`config.mk`:
```
export PLATFORM = sky130hd
export DESIGN_NAME = dsconv_bn_relu_unit
export DESIGN_NICKNAME = d
export VERILOG_FILES = /design/src/rtl/dsconv_bn_relu_unit.sv
export SDC_FILE = /design/constraint.sdc
export NUM_CORES = 1
export LEC_CHECK = 0
export ABC_CLOCK_PERIOD_IN_PS = 15750
export BUFFER_PORTS_ARGS = -buffer_cell sky130_fd_sc_hd__buf_2
export CAP_MARGIN = 0
export CORE_MARGIN = 10
export CORE_UTILIZATION = 35
export DETAILED_ROUTE_END_ITERATION = 10
export GPL_TIMING_DRIVEN = 0
export PLACE_DENSITY = 0.48
export SETUP_SLACK_MARGIN = 0.05
export SLEW_MARGIN = 0
export SYNTH_ARGS = -nofsm -noshare
export SYNTH_HDL_FRONTEND = slang
export SYNTH_SLANG_ARGS = --single-unit
```
`constraint.sdc`:
```
create_clock -name clk -period 15.75 [get_ports clk]
set_clock_uncertainty 0.2 [all_clocks]
set_input_delay 1.575 -clock clk [delete_from_list [all_inputs] [get_ports clk]]
set_output_delay 1.575 -clock clk [all_outputs]
set_load 0.005 [all_outputs]
```
`src/rtl/dsconv_bn_relu_unit.sv`:
```
// Per-filter batch-norm scale/offset, ReLU and requantization for the dsconv accumulator stream.
// Optional build macro DSCONV_BN_ROUND_EN: round half up before the requantizing shift (default: floor).
module dsconv_bn_relu_unit #(
    parameter int ACC_W = 20,
    parameter int OUT_W = 8,
    parameter int SHIFT = 16
) (
    input  logic                    clk,
    input  logic                    rst,
    input  logic                    cfg_start,
    input  logic [2:0]              cfg_layer,
    input  logic [3:0]              cfg_filter,
    output logic                    busy,
    output logic                    wmem_start,
    output logic [2:0]              wmem_layer_sel,
    output logic [3:0]              wmem_filter_sel,
    input  logic signed [17:0]      wmem_p,
    input  logic signed [35:0]      wmem_q,
    input  logic                    wmem_ready,
    input  logic                    in_valid,
    output logic                    in_ready,
    input  logic signed [ACC_W-1:0] in_data,
    input  logic                    in_last,
    output logic                    out_valid,
    input  logic                    out_ready,
    output logic [OUT_W-1:0]        out_data,
    output logic                    out_last
);

    localparam int S1_W = ACC_W + 19;
    localparam logic signed [S1_W:0] OUT_MAX = {{(S1_W + 1 - OUT_W){1'b0}}, {OUT_W{1'b1}}};
`ifdef DSCONV_BN_ROUND_EN
    localparam logic signed [S1_W:0] RND_HALF = {{S1_W{1'b0}}, 1'b1} << (SHIFT - 1);
`endif

    typedef enum logic [2:0] {IDLE, FETCH, WAIT, RUN, DRAIN} state_t;

    state_t                  state, state_nxt;
    logic signed [17:0]      p_reg;
    logic signed [35:0]      q_reg;
    logic signed [S1_W-1:0]  acc_ext, p_ext, q_ext, s1_nxt;
    logic signed [S1_W-1:0]  s1_p1;
    logic                    vld_p1, last_p1;
    logic                    advance, accept;

    // One extra bit of headroom so the rounding add can never wrap.
    function automatic logic [OUT_W-1:0] relu_sat(input logic signed [S1_W-1:0] y);
        logic signed [S1_W:0] yr;
        logic signed [S1_W:0] r;
`ifdef DSCONV_BN_ROUND_EN
        yr = {y[S1_W-1], y} + RND_HALF;
`else
        yr = {y[S1_W-1], y};
`endif
        r = yr >>> SHIFT;
        if (r[S1_W])
            return '0;
        else if (r > OUT_MAX)
            return '1;
        else
            return r[OUT_W-1:0];
    endfunction

    assign advance = !out_valid || out_ready;
    assign accept  = in_valid && in_ready;

    always_ff @(posedge clk) begin
        if (rst)
            state <= IDLE;
        else
            state <= state_nxt;
    end

    always_comb begin
        state_nxt  = state;
        busy       = 1'b1;
        wmem_start = 1'b0;
        in_ready   = 1'b0;
        case (state)
            IDLE: begin
                busy = 1'b0;
                if (cfg_start)
                    state_nxt = FETCH;
            end
            FETCH: begin
                wmem_start = 1'b1;
                state_nxt  = WAIT;
            end
            WAIT: begin
                if (wmem_ready)
                    state_nxt = RUN;
            end
            RUN: begin
                in_ready = advance;
                if (in_valid && advance && in_last)
                    state_nxt = DRAIN;
            end
            DRAIN: begin
                if (out_valid && out_ready && out_last)
                    state_nxt = IDLE;
            end
            default: state_nxt = IDLE;
        endcase
    end

    always_ff @(posedge clk) begin
        if (rst) begin
            wmem_layer_sel  <= '0;
            wmem_filter_sel <= '0;
            p_reg           <= '0;
            q_reg           <= '0;
        end else begin
            if (state == IDLE && cfg_start) begin
                wmem_layer_sel  <= cfg_layer;
                wmem_filter_sel <= cfg_filter;
            end
            if (state == WAIT && wmem_ready) begin
                p_reg <= wmem_p;
                q_reg <= wmem_q;
            end
        end
    end

    assign acc_ext = {{19{in_data[ACC_W-1]}}, in_data};
    assign p_ext   = {{(S1_W - 18){p_reg[17]}}, p_reg};
    assign q_ext   = {{(S1_W - 36){q_reg[35]}}, q_reg};
    assign s1_nxt  = acc_ext * p_ext + q_ext;

    // Stage 1: full-precision scale and offset
    always_ff @(posedge clk) begin
        if (rst) begin
            vld_p1  <= 1'b0;
            last_p1 <= 1'b0;
            s1_p1   <= '0;
        end else if (advance) begin
            vld_p1  <= accept;
            last_p1 <= accept && in_last;
            if (accept)
                s1_p1 <= s1_nxt;
        end
    end

    // Stage 2: shift, ReLU and saturation into the output register
    always_ff @(posedge clk) begin
        if (rst) begin
            out_valid <= 1'b0;
            out_last  <= 1'b0;
            out_data  <= '0;
        end else if (advance) begin
            out_valid <= vld_p1;
            out_last  <= vld_p1 && last_p1;
            if (vld_p1)
                out_data <= relu_sat(s1_p1);
        end
    end

endmodule

```
Word level (Yosys, flattened, before mapping)
Cells that the tools add are included.

Register bits after elaboration: 115. Input bits: 88. Output and inout bits: 20.

Add/subtract/negate cells: 1. Multipliers: 1. $lt $le $gt $ge: 1. Equality and inequality tests: 8. Multiplexer cells: 10. Reductions and logical operators: 15.

Operators by type and width (number): adder 38 x 36 -> 39 bit (1); multiplier 20 x 18 -> 38 bit (1); > comparator 23 x 9 -> 1 bit, second input constant (1); 2-to-1 mux 8 bit (2); case mux 3 bit (5 select lines) (1); 2-to-1 mux 3 bit (4); logical AND 1 bit (9); != test 2 bit, second input constant (4); equality test 3 x 2 -> 1 bit, second input constant (2); AND reduction 2 bit (2); AND reduction 4 bit (1); equality test 3 x 1 -> 1 bit, second input constant (1); equality test 3 bit, second input constant (1); logical NOT 3 bit (1); 2-to-1 mux 1 bit (3); logical NOT 1 bit (1); logical OR 1 bit (1).

Longest topological paths before layout
Word-level depth: 6. Gate-level depth with buffers: 26. Depth with buffers taken out: 24.

Least setup slack after synthesis
Ideal clock, no wire load.

Path type: input-to-reg. Start point: input port in_data[19]. End point: register s1_p1[37]. Setup time: 0.079 ns. Arrival time: 7.772 ns. Required time: 15.471 ns. Setup slack: 7.699 ns. Stages: 24. Path buffers: 2. Path through: clkbuf_1 > clkbuf_1 > nand2_1 > fa_1 > inv_1 > fa_1 > inv_1 > fa_1 > inv_1 > fa_1 > fa_1 > inv_1 > fa_1 > inv_1 > ha_1 > ha_1 > a21o_1 > a21o_1 > a21oi_1 > o21ai_0 > nor4_2 > nor2_2 > a211o_1 > o211ai_1.

Word-level cells in the longest chain between the ends: 2.

RTL lines: from (decl) (RTL line 22) `input logic signed [ACC_W-1:0] in_data,`; multiplier 20 x 18 -> 38 bit (RTL line 127) `assign s1_nxt = acc_ext * p_ext + q_ext;`; adder 38 x 36 -> 39 bit (RTL line 127); to (signal assigned) (RTL line 139) `s1_p1 <= s1_nxt;`; to (decl) (RTL line 42) `logic signed [S1_W-1:0] s1_p1;`.

Every way passes these cells. A chain may end at the register's enable or synchronous reset.

Worst setup path in the final report
Ends and elaborated chain as after synthesis.

==> results.md <==
- Syn Area/Cell: about 9.0 um^2
- Vias in the first global route: between 10000 and 15000
- Setup Buffers After CTS: 0
- Max FFs per register: 36
- Iter 0 DRT Violations: 518
- Worst EP required: 15860 ps
- Switch Pwr: approximately 0.52 mW
- Post-Syn Instances: roughly 2000
- Worst setup SP type: input port
- Register area: 0.00198 mm^2
- Worst EP arrival: 8870 ps
- RSZ-0062 raised after global routing: false
- RD Place Congestion: roughly 0.86
- Ys async rst share: 0%
- Syn. warnings: 0
- Initial DRT Pass Iterations: 4
- Crit. End Element: flip-flop
- Crit. Startpoint: in_data[19]
- Detailed placer's ending HPWL: between 40000 and 50000 um
- P_int: just over 0.6 mW
- Max-cap violations: 0
- Antenna viol nets, final: 0
- PortBufs: 102
- Io pins: 108
- Pin count of the biggest net entering global routing: 20
- CTS Buf Count: 9
- Max FO, Critical Path: 10
- Pleak: 9.64 nW
- Total GRT Usage: 18.3%
- Htree depth: 3
- Seq/Total Area, Yosys: between 10% and 20%
- Vias/cell: between 4 and 5
- Least-Margin Pin Slew: between 900 and 1000 ps
- WL/cell: 19.0 um
- DRT Wirelength: approximately 52000 um
- CTS Root Cell: clkbuf_16
- Drt drc: 0
- Net count of the mapped netlist: between 2000 and 3000
- First-pass GRT wire length: 83500 um
- Fraction of layout instances using a drive strength above 1: 6.38%
- Post-CTS Hold Buffers: 0
- WS Path Type: in -> reg
- Pins Over Slew Limit: 0
- Cells on Worst Hold Path: 2
- VDD IR-drop max: 0.0468 mV
- Setup Total Neg Slack: 0 ps
- Status: finished, final reports clean
- Worst r2r src: p_reg[3]
- Met2 Use GR: between 30% and 40%
- Most used routing layer in global routing: met2
- Power Dens Cells: 59.1 mW/mm^2
- Via count: ~13000
- Finished Core Util: about 39%
- Synth Register Bits: 99
- Comb power frac: between 50 and 60%
- EDFF count, synth: 0
- Setup violations, final: 0
- Hold Fails Final Rpt: 0
- Sw frac: a little under half
- Total global routing overflow: 0
- Die X: 244 um
- Multi-input gate area: roughly 0.014 mm^2
- Die Y-Extent: 244 um
- Worst-case clock buffer depth: 2
- GR Util met3: about 2.5%
- Area growth syn-to-layout: 9.41%
- Post-cts resize count: 0
- Seq pwr share: about a quarter
- Placeable core region: 0.0500 mm^2
- # fillers: 5222
- Met1 Use GR: between 20% and 30%
- CP endpoint: s1_p1[37]
- Post-layout nets: 2680
- Power Total: around 1.1 mW
- Hold Crit Class: reg -> reg
- Register-to-Register Path Depth: 21
- Tcrit/Tclk final: between 50% and 60%
- Commonest non-fill, non-tap cell in the layout: inv_1
- Clk_lat worst skew: 390 ps
- Slew HR: a little under two fifths
- Commonest cells after routing, fill and taps aside: 448 x inv_1, 399 x fa_1, 322 x nand2_1
- Row cnt: 82
- CTS tree: built
- Reg2reg end: s1_p1[37]
- Initial antenna violation count: 1
- R2R setup slack: between 8000 and 9000 ps
- Dominant synthesized flop cell: dfxtp_1
- Post-Syn Area: 0.0176 mm^2
- Initial Utilization: roughly a third
- Die area: about 0.060 mm^2
- Synth cell types: between 60 and 70
- Clock Sinks: 99
- Final min period: 8760 ps
- Clock Power Share: a little over a fifth
- F_max: 114 MHz
- CTS clk-pin slew, worst paths: 80 ps
==> power by group through the flow <==
stage	Clock (mW)	Combinational, mW	Sequential, mW
after CTS	0.244	0.647	0.271
final	0.238	0.632	0.271
after global routing	0.253	0.718	0.272
after detailed placement	0	0.638	0.277
after global placement	0	0.636	0.277
after floorplan	0	0.423	0.274
==> metal layers <==
layer / up-vias / routed length, um
met1: 6724 / 22800
li1: 6050 / -
met5: - / 0
met3: 62 / 1700
met4: 0 / 1710
met2: 233 / 26300
==> logic make-up after synthesis <==
group                    share of synthesized area, %
XOR/XNOR                                         1.04
adder cells (fa/ha/maj)                          53.2
AND/OR/NAND/NOR                                  16.7
buffers and inverters                            11.5
flip-flops                                       11.2
multiplexers                                    0.638
AO/OA/AOI/OAI                                    5.60
==> worst min path at each step <==
stage                     slack [ps]         to  startpoint
after global routing             280  s1_p1[26]   s1_p1[26]
after floorplan                  230  s1_p1[33]   s1_p1[33]
after global placement           240  s1_p1[26]   s1_p1[26]
after CTS                        260  s1_p1[26]   s1_p1[26]
final                            260  s1_p1[21]   s1_p1[21]
after detailed placement         250  s1_p1[26]   s1_p1[26]
==> area by class of cell <==
class	instances	share of cell area, %
multi-input combinational	1328	70.6
sequential	99	10.3
inverter	450	8.75
tap	672	4.36
timing repair buffer	102	2.65
buffer	91	1.77
clock buffer	10	1.24
clock inverter	6	0.344
antenna	1	0.0130
==> critical path: stages <==
cell,delay [ps]
clkbuf_1,350
clkbuf_1,540
nand2_1,270
fa_1,750
inv_1,140
fa_1,800
inv_1,190
fa_1,520
fa_1,520
fa_1,510
inv_1,50
fa_1,460
ha_1,300
ha_1,370
a21o_1,200
a21o_1,160
a21oi_1,140
o21ai_0,140
nor4_2,390
nor2_2,110
a211o_1,300
o211ai_1,90
==> synth_stat cells, types with 5 or more instances <==
library cell | instances | share of area (%)
a21o_1 | 10 | 0.43
dfxtp_1 | 99 | 11
nor3_1 | 15 | 0.43
a211oi_1 | 5 | 0.21
and2_1 | 161 | 5.7
nand4_1 | 8 | 0.28
and3_1 | 5 | 0.18
ha_1 | 112 | 7.9
clkbuf_1 | 87 | 1.9
xnor2_1 | 17 | 0.84
mux2i_1 | 9 | 0.51
nor2_1 | 57 | 1.2
inv_1 | 448 | 9.5
nand3_1 | 18 | 0.51
nand2b_1 | 8 | 0.28
fa_1 | 399 | 45
o21ai_0 | 18 | 0.51
o211ai_1 | 5 | 0.21
a21oi_1 | 88 | 2.5
nand2_1 | 322 | 6.9
==> per-stage QoR <==
stage                     area [um^2]  setup WS, ps  hold slack (ps)  instances
after global routing            19300          6440              275       2758
final                           19300          6990              257       2759
after detailed placement        19000          6560              248       2742
after floorplan                 17600          7700              232       1968
after global placement          19000          6590              239       2742
after CTS                       19300          6950              259       2758
(Power assumes the default switching activity.)
